`src/rtl/baud_pkg.sv`:
```
// -----------------------------------------------------------------------------
// baud_pkg
// Shared constants and types for the UART baud-rate tick generator.
// Defines the system clock rate, the default oversample ratio, the standard
// divisor pairs for 9600 and 115200 baud, and the divisor payload type.
// Fraction unit for every divisor below is 1/16 clock (4 fractional bits).
// -----------------------------------------------------------------------------
package baud_pkg;

  localparam int unsigned CLK_HZ       = 100_000_000;
  localparam int unsigned BAUD_OSR_DEF = 16;

  localparam int unsigned BAUD_DIV_W  = 16;
  localparam int unsigned BAUD_FRAC_W = 4;

  // Divisor payload as delivered by the register interface.
  typedef struct packed {
    logic [BAUD_DIV_W-1:0]  div_int;
    logic [BAUD_FRAC_W-1:0] div_frac;
  } baud_div_t;

  // 100 MHz / 16 / 9600   = 651.04 -> 651 + 1/16
  localparam baud_div_t BAUD_DIV_9600 = '{
    div_int:  BAUD_DIV_W'(651),
    div_frac: BAUD_FRAC_W'(1)
  };

  // 100 MHz / 16 / 115200 = 54.25  -> 54 + 4/16
  localparam baud_div_t BAUD_DIV_115200 = '{
    div_int:  BAUD_DIV_W'(54),
    div_frac: BAUD_FRAC_W'(4)
  };

endpackage : baud_pkg

```
`src/rtl/baud_frac_acc.sv`:
```
// -----------------------------------------------------------------------------
// baud_frac_acc
// Fractional phase accumulator for the baud tick generator. On every period
// boundary the active fractional divisor is added modulo 2^FRAC_W; the carry
// out is registered and stretches the following period by one clock.
// Only present when BAUD_FRAC_EN is defined.
//
// Ports:
//   clk      in   system clock
//   resetn   in   asynchronous active-low reset
//   clear_i  in   re-phase strobe: clears accumulator and carry
//   step_i   in   period boundary: accumulate frac_i
//   frac_i   in   active fractional divisor (FRAC_W)
//   carry_o  out  registered carry, extends the next period by one clock
// -----------------------------------------------------------------------------
`ifdef BAUD_FRAC_EN
module baud_frac_acc #(
  parameter int unsigned FRAC_W = 4
) (
  input  logic              clk,
  input  logic              resetn,
  input  logic              clear_i,
  input  logic              step_i,
  input  logic [FRAC_W-1:0] frac_i,
  output logic              carry_o
);

  logic [FRAC_W-1:0] acc_q;
  logic [FRAC_W-1:0] acc_d;
  logic              carry_q;
  logic              carry_d;
  logic [FRAC_W:0]   sum;

  // Accumulator state register.
  always_ff @(posedge clk or negedge resetn) begin
    if (!resetn) begin
      acc_q   <= '0;
      carry_q <= 1'b0;
    end else begin
      acc_q   <= acc_d;
      carry_q <= carry_d;
    end
  end

  // Clear wins over accumulate; carry holds between boundaries.
  always_comb begin
    acc_d   = acc_q;
    carry_d = carry_q;
    sum     = {1'b0, acc_q} + {1'b0, frac_i};
    if (clear_i) begin
      acc_d   = '0;
      carry_d = 1'b0;
    end else if (step_i) begin
      acc_d   = sum[FRAC_W-1:0];
      carry_d = sum[FRAC_W];
    end
  end

  assign carry_o = carry_q;

endmodule : baud_frac_acc
`endif

```
`src/rtl/baud_tick_gen.sv`:
```
// -----------------------------------------------------------------------------
// baud_tick_gen
// Fractional baud-rate tick generator for the UART Rx/Tx path. Produces an
// oversample tick every P clocks (P = max(act_int,1) + fractional carry), a
// bit tick every OSR oversample ticks and a mid-bit tick half way through.
// Divisors are loaded into a pending shadow and switched in at the next
// oversample boundary so the period in flight always completes unchanged.
// restart re-phases everything to a detected start-bit edge.
//
// Build option: BAUD_FRAC_EN enables the fractional accumulator (div_frac);
// without it div_frac is ignored and P = max(act_int,1).
//
// Ports:
//   clk       in   system clock
//   resetn    in   asynchronous active-low reset
//   en        in   count enable; low freezes counters (load still captured)
//   div_int   in   integer divisor, clocks per oversample tick (DIV_W)
//   div_frac  in   fractional divisor, 1/2^FRAC_W clock units (FRAC_W)
//   load      in   capture div_int/div_frac into the pending registers
//   restart   in   clear all counters, apply pending divisor immediately
//   os_tick   out  one-clock pulse at OSR x baud
//   bit_tick  out  one-clock pulse once per bit (with an os_tick)
//   mid_tick  out  one-clock pulse at mid-bit (with an os_tick)
// -----------------------------------------------------------------------------
module baud_tick_gen
  import baud_pkg::*;
#(
  parameter int unsigned DIV_W        = BAUD_DIV_W,
  parameter int unsigned FRAC_W       = BAUD_FRAC_W,
  parameter int unsigned OSR          = BAUD_OSR_DEF,
  parameter int unsigned DEF_DIV_INT  = 54,
  parameter int unsigned DEF_DIV_FRAC = 4
) (
  input  logic              clk,
  input  logic              resetn,
  input  logic              en,
  input  logic [DIV_W-1:0]  div_int,
  input  logic [FRAC_W-1:0] div_frac,
  input  logic              load,
  input  logic              restart,
  output logic              os_tick,
  output logic              bit_tick,
  output logic              mid_tick
);

  localparam int unsigned CNT_W = DIV_W + 1;
  localparam int unsigned OS_W  = $clog2(OSR);

  localparam logic [OS_W-1:0]  OS_LAST = OS_W'(OSR - 1);
  localparam logic [OS_W-1:0]  OS_MID  = OS_W'((OSR / 2) - 1);
  localparam logic [DIV_W-1:0] DEF_INT = DIV_W'(DEF_DIV_INT);

  logic [CNT_W-1:0] cnt_q;
  logic [CNT_W-1:0] cnt_d;
  logic [OS_W-1:0]  os_cnt_q;
  logic [OS_W-1:0]  os_cnt_d;
  logic [DIV_W-1:0] act_int_q;
  logic [DIV_W-1:0] act_int_d;
  logic [DIV_W-1:0] pend_int_q;
  logic [DIV_W-1:0] pend_int_d;
  logic             pend_vld_q;
  logic             pend_vld_d;

  logic             os_tick_q;
  logic             os_tick_d;
  logic             bit_tick_q;
  logic             bit_tick_d;
  logic             mid_tick_q;
  logic             mid_tick_d;

  logic [DIV_W-1:0] div_eff;
  logic [CNT_W-1:0] period;
  logic             frac_carry;
  logic             wrap;
  logic             step;
  logic             swap;

  // Period length for the period in flight; one extra bit so carry never wraps.
  always_comb begin
    div_eff = (act_int_q == '0) ? DIV_W'(1) : act_int_q;
    period  = {1'b0, div_eff} + CNT_W'(frac_carry);
    wrap    = (cnt_q == (period - CNT_W'(1)));
  end

  // step: an oversample boundary happens on this edge.
  // swap: the active divisor may be replaced on this edge.
  assign step = en && !restart && wrap;
  assign swap = restart || step;

  // ---------------------------------------------------------------------------
  // Optional fractional path
  // ---------------------------------------------------------------------------
`ifdef BAUD_FRAC_EN
  logic [FRAC_W-1:0] act_frac_q;
  logic [FRAC_W-1:0] act_frac_d;
  logic [FRAC_W-1:0] pend_frac_q;
  logic [FRAC_W-1:0] pend_frac_d;

  // Accumulates the divisor of the period that just ended, before any swap.
  baud_frac_acc #(
    .FRAC_W (FRAC_W)
  ) u_frac_acc (
    .clk     (clk),
    .resetn  (resetn),
    .clear_i (restart),
    .step_i  (step),
    .frac_i  (act_frac_q),
    .carry_o (frac_carry)
  );

  // Fractional divisor shadow registers.
  always_ff @(posedge clk or negedge resetn) begin
    if (!resetn) begin
      act_frac_q  <= FRAC_W'(DEF_DIV_FRAC);
      pend_frac_q <= FRAC_W'(DEF_DIV_FRAC);
    end else begin
      act_frac_q  <= act_frac_d;
      pend_frac_q <= pend_frac_d;
    end
  end

  // A load on the swap edge bypasses the pending register.
  always_comb begin
    act_frac_d  = act_frac_q;
    pend_frac_d = pend_frac_q;
    if (load) begin
      pend_frac_d = div_frac;
    end
    if (swap) begin
      if (load) begin
        act_frac_d = div_frac;
      end else if (pend_vld_q) begin
        act_frac_d = pend_frac_q;
      end
    end
  end
`else
  assign frac_carry = 1'b0;

  logic unused_frac;
  assign unused_frac = ^{div_frac, FRAC_W'(DEF_DIV_FRAC)};
`endif

  // ---------------------------------------------------------------------------
  // State register
  // ---------------------------------------------------------------------------
  always_ff @(posedge clk or negedge resetn) begin
    if (!resetn) begin
      cnt_q      <= '0;
      os_cnt_q   <= '0;
      act_int_q  <= DEF_INT;
      pend_int_q <= DEF_INT;
      pend_vld_q <= 1'b0;
      os_tick_q  <= 1'b0;
      bit_tick_q <= 1'b0;
      mid_tick_q <= 1'b0;
    end else begin
      cnt_q      <= cnt_d;
      os_cnt_q   <= os_cnt_d;
      act_int_q  <= act_int_d;
      pend_int_q <= pend_int_d;
      pend_vld_q <= pend_vld_d;
      os_tick_q  <= os_tick_d;
      bit_tick_q <= bit_tick_d;
      mid_tick_q <= mid_tick_d;
    end
  end

  // ---------------------------------------------------------------------------
  // Next-state: counters and divisor shadows
  // ---------------------------------------------------------------------------
  always_comb begin
    cnt_d      = cnt_q;
    os_cnt_d   = os_cnt_q;
    act_int_d  = act_int_q;
    pend_int_d = pend_int_q;
    pend_vld_d = pend_vld_q;

    // Period counter: restart clears regardless of en.
    if (restart) begin
      cnt_d = '0;
    end else if (en) begin
      cnt_d = wrap ? '0 : (cnt_q + CNT_W'(1));
    end

    // Oversample position within the bit.
    if (restart) begin
      os_cnt_d = '0;
    end else if (step) begin
      os_cnt_d = (os_cnt_q == OS_LAST) ? '0 : (os_cnt_q + OS_W'(1));
    end

    // Load always refreshes the shadow; it only becomes active on a swap edge.
    if (load) begin
      pend_int_d = div_int;
    end
    if (swap) begin
      pend_vld_d = 1'b0;
      if (load) begin
        act_int_d = div_int;
      end else if (pend_vld_q) begin
        act_int_d = pend_int_q;
      end
    end else if (load) begin
      pend_vld_d = 1'b1;
    end
  end

  // ---------------------------------------------------------------------------
  // Output decode: ticks are registered off the boundary edge
  // ---------------------------------------------------------------------------
  always_comb begin
    os_tick_d  = 1'b0;
    bit_tick_d = 1'b0;
    mid_tick_d = 1'b0;
    if (step) begin
      os_tick_d  = 1'b1;
      bit_tick_d = (os_cnt_q == OS_LAST);
      mid_tick_d = (os_cnt_q == OS_MID);
    end
  end

  assign os_tick  = os_tick_q;
  assign bit_tick = bit_tick_q;
  assign mid_tick = mid_tick_q;

endmodule : baud_tick_gen

```
`config.mk`:
```
export PLATFORM = sky130hd
export DESIGN_NAME = baud_tick_gen
export DESIGN_NICKNAME = d
export VERILOG_FILES = /design/src/rtl/baud_pkg.sv /design/src/rtl/baud_frac_acc.sv /design/src/rtl/baud_tick_gen.sv
export SDC_FILE = /design/constraint.sdc
export NUM_CORES = 1
export LEC_CHECK = 0
export CAP_MARGIN = 40
export CELL_PAD_IN_SITES_DETAIL_PLACEMENT = 1
export CELL_PAD_IN_SITES_GLOBAL_PLACEMENT = 2
export CORE_MARGIN = 4
export CORE_UTILIZATION = 29
export DETAILED_ROUTE_END_ITERATION = 10
export PLACE_DENSITY_LB_ADDON = 0.1
export SYNTH_ARGS = -nofsm -noshare
export SYNTH_HDL_FRONTEND = slang
export SYNTH_HIERARCHICAL = 1
export SYNTH_SLANG_ARGS = --single-unit
```
`constraint.sdc`:
```
create_clock -name clk -period 6.8 [get_ports clk]
set_input_delay 2.04 -clock clk [delete_from_list [all_inputs] [get_ports clk]]
set_output_delay 2.04 -clock clk [all_outputs]
set_load 0.02 [all_outputs]
```
; ---- Yosys cells after proc, flatten, opt, wreduce, memory -nomap -nowiden
; Cells that the tools add are included.
; Widths: inputs -> output; s select.
[classes]
reduce_logical = 10
add_sub_neg = 3
n_shift = 0
order_cmp = 0
div_mod_pow = 0
n_mul = 0
bitwise_logic = 0
n_mux = 14
n_eq_ne = 3
[ops]
columns = operator, count
row1 = $mux 17, 3
row2 = $mux 16, 3
row3 = $add 17x1->17 const B, 1
row4 = $eq 17x17->1, 1
row5 = $sub 16x1->17 const B, 1
row6 = $logic_not 16->1, 1
row7 = $mux 4, 3
row8 = $reduce_bool 2->1, 4
row9 = $mux 1, 5
row10 = $add 4x1->4 const B, 1
row11 = $eq 4x3->1 const B, 1
row12 = $eq 4x4->1 const B, 1
row13 = $logic_and 1x1->1, 2
row14 = $reduce_and 2->1, 1
row15 = $logic_not 1->1, 1
row16 = $logic_or 1x1->1, 1
[totals]
elab_cells = 38
mem_bits_ro = 0
reg_bits = 57
latchBits = 0
ram_bits = 0
in_bits = 25
mem_count = 0

; ---- Longest topological paths before layout
; Gate-level depths: netlist of run 1.
[depth]
ltp_word = 7
ltp_mapped = 17
ltp_nobuf = 12

; ---- Worst setup path before layout of run 1
; Ideal clock, no wire load.
[synth_path]
kind = reg-to-reg
start = reg act_int_q[7]
end = reg act_int_q[10]
setup_slack_ps = 3143
arrival_time_ps = 3532
n_path_buf = 4
stages_incl_launch_ff = 17
period_less_slack_ps = 3657
required_ps = 6675
cell_sequence = dfrtp_1 > buf_2 > nor4_2 > and3_1 > clkbuf_1 > a21oi_1 > ha_1 > clkbuf_1 > nor3b_1 > xnor2_1 > nor4_1 > nand4_1 > nor4_4 > a31oi_4 > nor2_4 > buf_12 > mux2_4
[synth_between]
elab_chain_len = 7
[synth_lines]
columns = item, line
row1 = "start, declared", baud_tick_gen.sv:57  ; logic [DIV_W-1:0] act_int_q;
row2 = "start signal, assigned", baud_tick_gen.sv:160  ; act_int_q <= act_int_d;
row3 = $logic_not 16->1, baud_tick_gen.sv:80  ; div_eff = (act_int_q == '0) ? DIV_W'(1) : act_int_q;
row4 = $mux 16 (*), baud_tick_gen.sv:80
row5 = $sub 16x1->17 (*), baud_tick_gen.sv:82  ; wrap = (cnt_q == (period - CNT_W'(1)));
row6 = $eq 17x17->1 (*), baud_tick_gen.sv:82
row7 = $logic_and 1x1->1 (*), baud_tick_gen.sv:87  ; assign step = en && !restart && wrap;
row8 = $logic_or 1x1->1 (*), baud_tick_gen.sv:88  ; assign swap = restart || step;
row9 = $reduce_and 2->1 (no source line) (*), n/a
; Every way passes the cells marked *; elsewhere a longest branch is shown, timed or not.
; A chain may end at the register's enable or synchronous reset.

; ---- Worst setup path after layout of run 1
[layout_path]
start = reg act_int_q[6]
end = reg act_int_q[0]
; The elaborated chain is that of the path after synthesis.

==> flow_metrics.tcl, run 1 <==
set metrics [dict create \
    finalClockSkew_ps 7.04 \
    ys_types 57 \
    cts_setup_buffers 0 \
    antenna_found_initial 0 \
    synth_common_cells "49 x dfrtp_1, 23 x mux2_2, 20 x a21oi_1" \
    dieArea_mm2 0.0127 \
    crit_required_ps 7030 \
    grt_setup_unrepaired "false" \
    cts_hold_buf 0 \
    synth_top_area_share 0.387 \
    worst_hold_slack_ps 502 \
    path_cells "nor4_2 -> and3_1 -> a21oi_1 -> ha_1 -> xor2_1 -> o2111ai_1 -> nor4_1 -> nand4_1 -> nor4_4 -> a31oi_4 -> nor2_4 -> mux2_2" \
    yosysMostFrequentCell "dfrtp_1" \
    hold_viol_final 0 \
    min_path_type "reg2reg" \
    ys_seq_area_frac 0.454 \
    setup_viol 0 \
    finalCriticalPeriod_ps 4470 \
    grt_pass1_vias 2454 \
    multi_input_area_mm2 0.00164 \
    max-slew-margin-rel 0.468 \
    synth_seq_cells 57 \
    dp_hpwl_um 5310 \
    powerDensity_mw_per_mm2 246 \
    first_iter_violations 83 \
    leakage_uw 0.00152 \
    start_kind "register" \
    post_drt_via_cell_ratio 5.05 \
    synth_area_leaders "dfrtp_1 39%, mux2_2 8.2%, dfstp_2 6.6%, mux2_4 4.7%, xnor2_1 3.3%" \
    layout.cells.non_filler 449 \
    worstSetupPathType "reg2reg" \
    power.total_uw 911 \
    clkSinkCount 57 \
    fin_nets 336 \
    min_period_over_period 0.658 \
    arrival_ps 4700 \
    totalWireLength_um 7500 \
    fmax_ghz 0.224 \
    syn2layout_area_growth_pct 16.8 \
    worstMarginPinSlew_ps 796 \
    start_util 0.303 \
    regArea_mm2 0.00144 \
    cts_max_path_buffers 2 \
    outcome "finished clean" \
    die_x_um 113 \
    synthCells 282 \
    cap_violations 0 \
    pin_count 28 \
    cts-root-buf "clkbuf_8" \
    slew_viol_final 0 \
    cts_buffers 9 \
    ys_async_sr_fraction 1.00 \
    n_antenna_cell 0 \
    first_pass_iters 4 \
    fillers 1202 \
    syn_nets 310 \
    final_layout_size_suffix_gt1_frac 0.227 \
    port_buffers 23 \
    htree_levels 3 \
    gr-total-overflow 0 \
    core_area_mm2 0.0105 \
    cp_max_fo 16 \
    fp.dieH_um 113 \
    synth_area_mm2 0.00317 \
    drc_errors 0 \
    slowest_delay_ps 540 \
    avgSynthCellArea_um2 11.2 \
    met2_usage 0.202 \
    rows 37 \
    track_usage 0.129 \
    synth_edf_count 0 \
    grt_pass1_wl_um 13100 \
    clk_pin_slew_ps 70 \
    grt_max_degree 58 \
    crit_path_end_kind "register" \
    fin_setup_tns_ps 0 \
    utilization 0.354 \
    cts_tree "done" \
    synth-main-ff-cell "dfrtp_1" \
    place_congestion 0.733 \
    cts.repair.resized 0 \
    antenna_left 0 \
    clk_latency_ps 340 \
    gr-usage-met1 0.171 \
    irDropWorstVdd_v 0.0000810 \
    top_usage_layer "met2" \
    dp.cells 433 \
    grtUsageMet3 0.0318 \
    drt-wirelength-per-cell_um 16.7 \
    synth.largest_area_cell "dfrtp_1" \
    vias 2268 \
    cpMaxStageDelayCell "nor4_2" \
    yosysWarnings 6 \
]
registers in the layout (all words and copies together) (netlist names):
register / flops
bit_tick: 1
mid_tick: 1
pend_vld_q: 1
os_tick: 1
act_int_q: 16
cnt_q: 17
os_cnt_q: 4
pend_int_q: 16
routing by layer:
metal	up-vias	share of wire	wire length (um)
li1	1099	-	-
met1	1127	0.48	3630
met2	28	0.47	3490
met3	14	0.031	235
met4	0	0.019	143
met5	-	0	0
layout make-up:
type	count	share of cell area
Clock buffer	13	0.0430
Clock inverter	3	0.0108
Inverter	4	0.00406
Multi-Input combinational cell	211	0.443
Sequential cell	57	0.388
Tap cell	136	0.0460
Timing Repair Buffer	25	0.0650
through the flow:
stage / instance area [um^2] / worst slack, ps
floorplan: 3170 / 3140
global placement: 3500 / 2310
detailed placement: 3500 / 2290
CTS: 3700 / 2290
global route: 3700 / 2050
finish: 3700 / 2330
final timing paths:
check                           slack [ps]  cells after the start           start             end
worst max-delay path                  2330                     12    act_int_q[6]    act_int_q[0]
worst max register to register        2330                     12    act_int_q[6]    act_int_q[0]
worst min register to register         500                      1  pend_int_q[12]  pend_int_q[12]
worst min-delay path                   500                      1  pend_int_q[12]  pend_int_q[12]
min in group asynchronous             1840                      2          resetn   pend_int_q[6]
max in group asynchronous             4460                      2          resetn       cnt_q[12]
where the power goes:
group / switching [uW] / internal [uW] / leakage, uW
clock: 138 / 188 / 0.000103
combinational: 75.7 / 85.4 / 0.000708
sequential: 47.6 / 377 / 0.000711
worst max-delay path: cells and delay by family, from the launching register on:
family,cells,cell delay [ps]
xor gates and xnor gates,1,160
AOI/OAI and AO/OA,3,440
DFF,1,500
muxes,1,400
adders and majority gates,1,310
and+or+nand+nor,6,2530
cell families (layout without fill, tap and decap cells):
| group | after synthesis | count (layout) | share of synthesized area |
|---|---|---|---|
| and+or+nand+nor | 94 | 94 | 0.190 |
| buffers and inverters | 14 | 45 | 0.0292 |
| adders and majority gates | 3 | 3 | 0.0119 |
| DFF | 57 | 57 | 0.454 |
| xor gates and xnor gates | 19 | 19 | 0.0525 |
| AOI/OAI and AO/OA | 60 | 60 | 0.127 |
| muxes | 35 | 35 | 0.136 |
layout by cell type, fill, tap and decap left out, drive strengths merged, types with 2 or more instances in the layout:
master         instances
dfrtp                 49
mux2                  33
clkdlybuf4s50         22
a21oi                 20
nor2                  18
a31oi                 15
clkbuf                13
xnor2                 12
nand2b                 9
nand3                  9
and3                   8
dfstp                  8
xor2                   7
nand2                  7
o21ai                  7
nor4                   7
a21o                   5
nand4                  5
nor3b                  5
nor3                   5
inv                    4
nand4b                 4
or2b                   4
a22o                   4
or4                    4
and2                   3
ha                     3
buf                    3
mux2i                  2
clkinv                 2
a211oi                 2
Power figures use the tool's default switching activity.
==> run 2: changes to the inputs <==
==> constraint.sdc (replaced) <==
create_clock -name clk -period 3.94 [get_ports clk]
set_input_delay 1.182 -clock clk [delete_from_list [all_inputs] [get_ports clk]]
set_output_delay 1.182 -clock clk [all_outputs]
set_load 0.02 [all_outputs]
==> run 2 against run 1 <==
Compared with the run above:
- count of clock-buffer cells in the layout fell by 1
- hold slack got worse by 3.2 ps
- register-to-register slack worse by 2100 ps
- clock skew grew 5.9 ps
- combinational power is 110% higher
- sequential share of layout area down 2.0 points
- global-route usage is 0.47 points higher
- design area grew 5.4%
- maximum frequency up 22%
- first-iteration DRC count shrank 30%
- die area unchanged
- largest power group unchanged
==> flow_metrics.tcl, run 2 (synthesized netlist as in run 1, its figures left out) <==
set metrics [dict create \
    cts-root-buf "clkbuf_8" \
    powerDensity_mw_per_mm2 433 \
    slew_viol_final 0 \
    port_buffers 23 \
    finalClockSkew_ps 12.9 \
    fin_nets 355 \
    drt-wirelength-per-cell_um 16.6 \
    core_area_mm2 0.0105 \
    clkSinkCount 57 \
    pin_count 28 \
    dieArea_mm2 0.0127 \
    hold_viol_final 0 \
    final_cell_mix "49 x dfrtp_1, 23 x mux2_2, 22 x clkdlybuf4s50_1, 20 x a21oi_1, 19 x buf_4" \
    syn2layout_area_growth_pct 23.1 \
    grt_max_degree 33 \
    min_period_over_period 0.930 \
    regMostFlops "cnt_q" \
    fp.dieH_um 113 \
    drc_errors 0 \
    start_kind "register" \
    antenna_left 0 \
    fin_setup_tns_ps 0 \
    cts_max_path_buffers 2 \
    die_x_um 113 \
    met2_length_um 3630 \
    place_congestion 0.769 \
    first_iter_violations 58 \
    utilization 0.373 \
    top_regs "cnt_q x17, act_int_q x16, pend_int_q x16" \
    clk_latency_ps 340 \
    finalCriticalPeriod_ps 3660 \
    irDropWorstVdd_v 0.000185 \
    start_util 0.303 \
    crit_required_ps 4170 \
    htree_levels 3 \
    antenna_found_initial 0 \
    cts_buffers 9 \
    place_area_mm2 0.00366 \
    cp_max_fo 16 \
    crit_path_end_kind "register" \
    min_path_type "reg2reg" \
    post_drt_via_cell_ratio 4.97 \
    first_pass_iters 4 \
    max-slew-margin-rel 0.574 \
    worst_hold_slack_ps 499 \
    drt-met1-wl_um 3860 \
    grt_setup_unrepaired "false" \
    cap_violations 0 \
    rows 37 \
    track_usage 0.134 \
    n_antenna_cell 0 \
    totalWireLength_um 7780 \
    grt_pass1_wl_um 13600 \
    cts_hold_buf 0 \
    design_area_mm2 0.00390 \
    outcome "finished clean" \
    grt_pass1_vias 2575 \
    largest_reg_flops 17 \
    gr-total-overflow 0 \
    vias 2328 \
    final_layout_size_suffix_gt1_frac 0.274 \
    leakage_uw 0.00163 \
    setup_viol 0 \
    cts_tree "done" \
    worstMarginPinSlew_ps 634 \
    layout_commonest_cell "dfrtp_1" \
    power.total_uw 1690 \
    clk_pin_slew_ps 70 \
    dp_hpwl_um 5780 \
    worstSetupPathType "reg2reg" \
    highest_layer "met4" \
    arrival_ps 3890 \
    dr_wl_met3_um 196 \
    fmax_ghz 0.273 \
]
==> run 2: worst paths after layout <==
kind | from | to | slack (ps) | depth (start not counted)
min in group asynchronous | resetn | pend_int_q[6] | 630 | 1
setup reg to reg | act_int_q[0] | act_int_q[3] | 280 | 14
max in group asynchronous | resetn | act_int_q[4] | 2700 | 2
hold / removal | pend_int_q[0] | pend_int_q[0] | 500 | 1
setup / recovery | act_int_q[0] | act_int_q[3] | 280 | 14
hold reg to reg | pend_int_q[0] | pend_int_q[0] | 500 | 1
==> run 2: worst max-delay path: stages, from the launching register on <==
cell	delay (ps)
dfrtp_1	380
or4_4	580
nor3_4	140
a21oi_1	90
ha_1	310
xor2_1	130
o2111ai_1	120
nor4_1	380
nand4_1	210
nor4_4	280
buf_4	180
a31oi_4	100
nor2_4	140
buf_12	170
mux2_2	340
==> run 2: power by group <==
group | internal [uW] | total [uW] | switching (uW)
Combinational | 179 | 339 | 160
Sequential | 650 | 711 | 61.1
Clock | 392 | 639 | 247
==> run 2: metal layers <==
metal | GRT usage | vias to the layer above
met5 | 0 | -
met4 | 0.0457 | 0
met3 | 0.0340 | 6
met2 | 0.212 | 22
met1 | 0.178 | 1162
li1 | - | 1138
==> run 2: timing repair <==
action | in CTS | in global routing
buffers inserted | 0 | 1
resized for setup | 0 | 0
endpoints found under the setup margin | 0 | 3
==> run 2: per-stage QoR <==
step,cells,setup slack [ps]
global placement,451,223
floorplan,282,283
detailed placement,451,227
finish,468,277
CTS,467,209
global route,468,10.7
==> run 2: layout make-up <==
class / count / area [um^2]
timing repair buffer: 44 / 408
sequential: 57 / 1440
clock buffer: 12 / 155
inverter: 4 / 15.0
fill: 1176 / 6560
tap: 136 / 170
clock inverter: 4 / 76.3
multi-input combinational: 211 / 1640
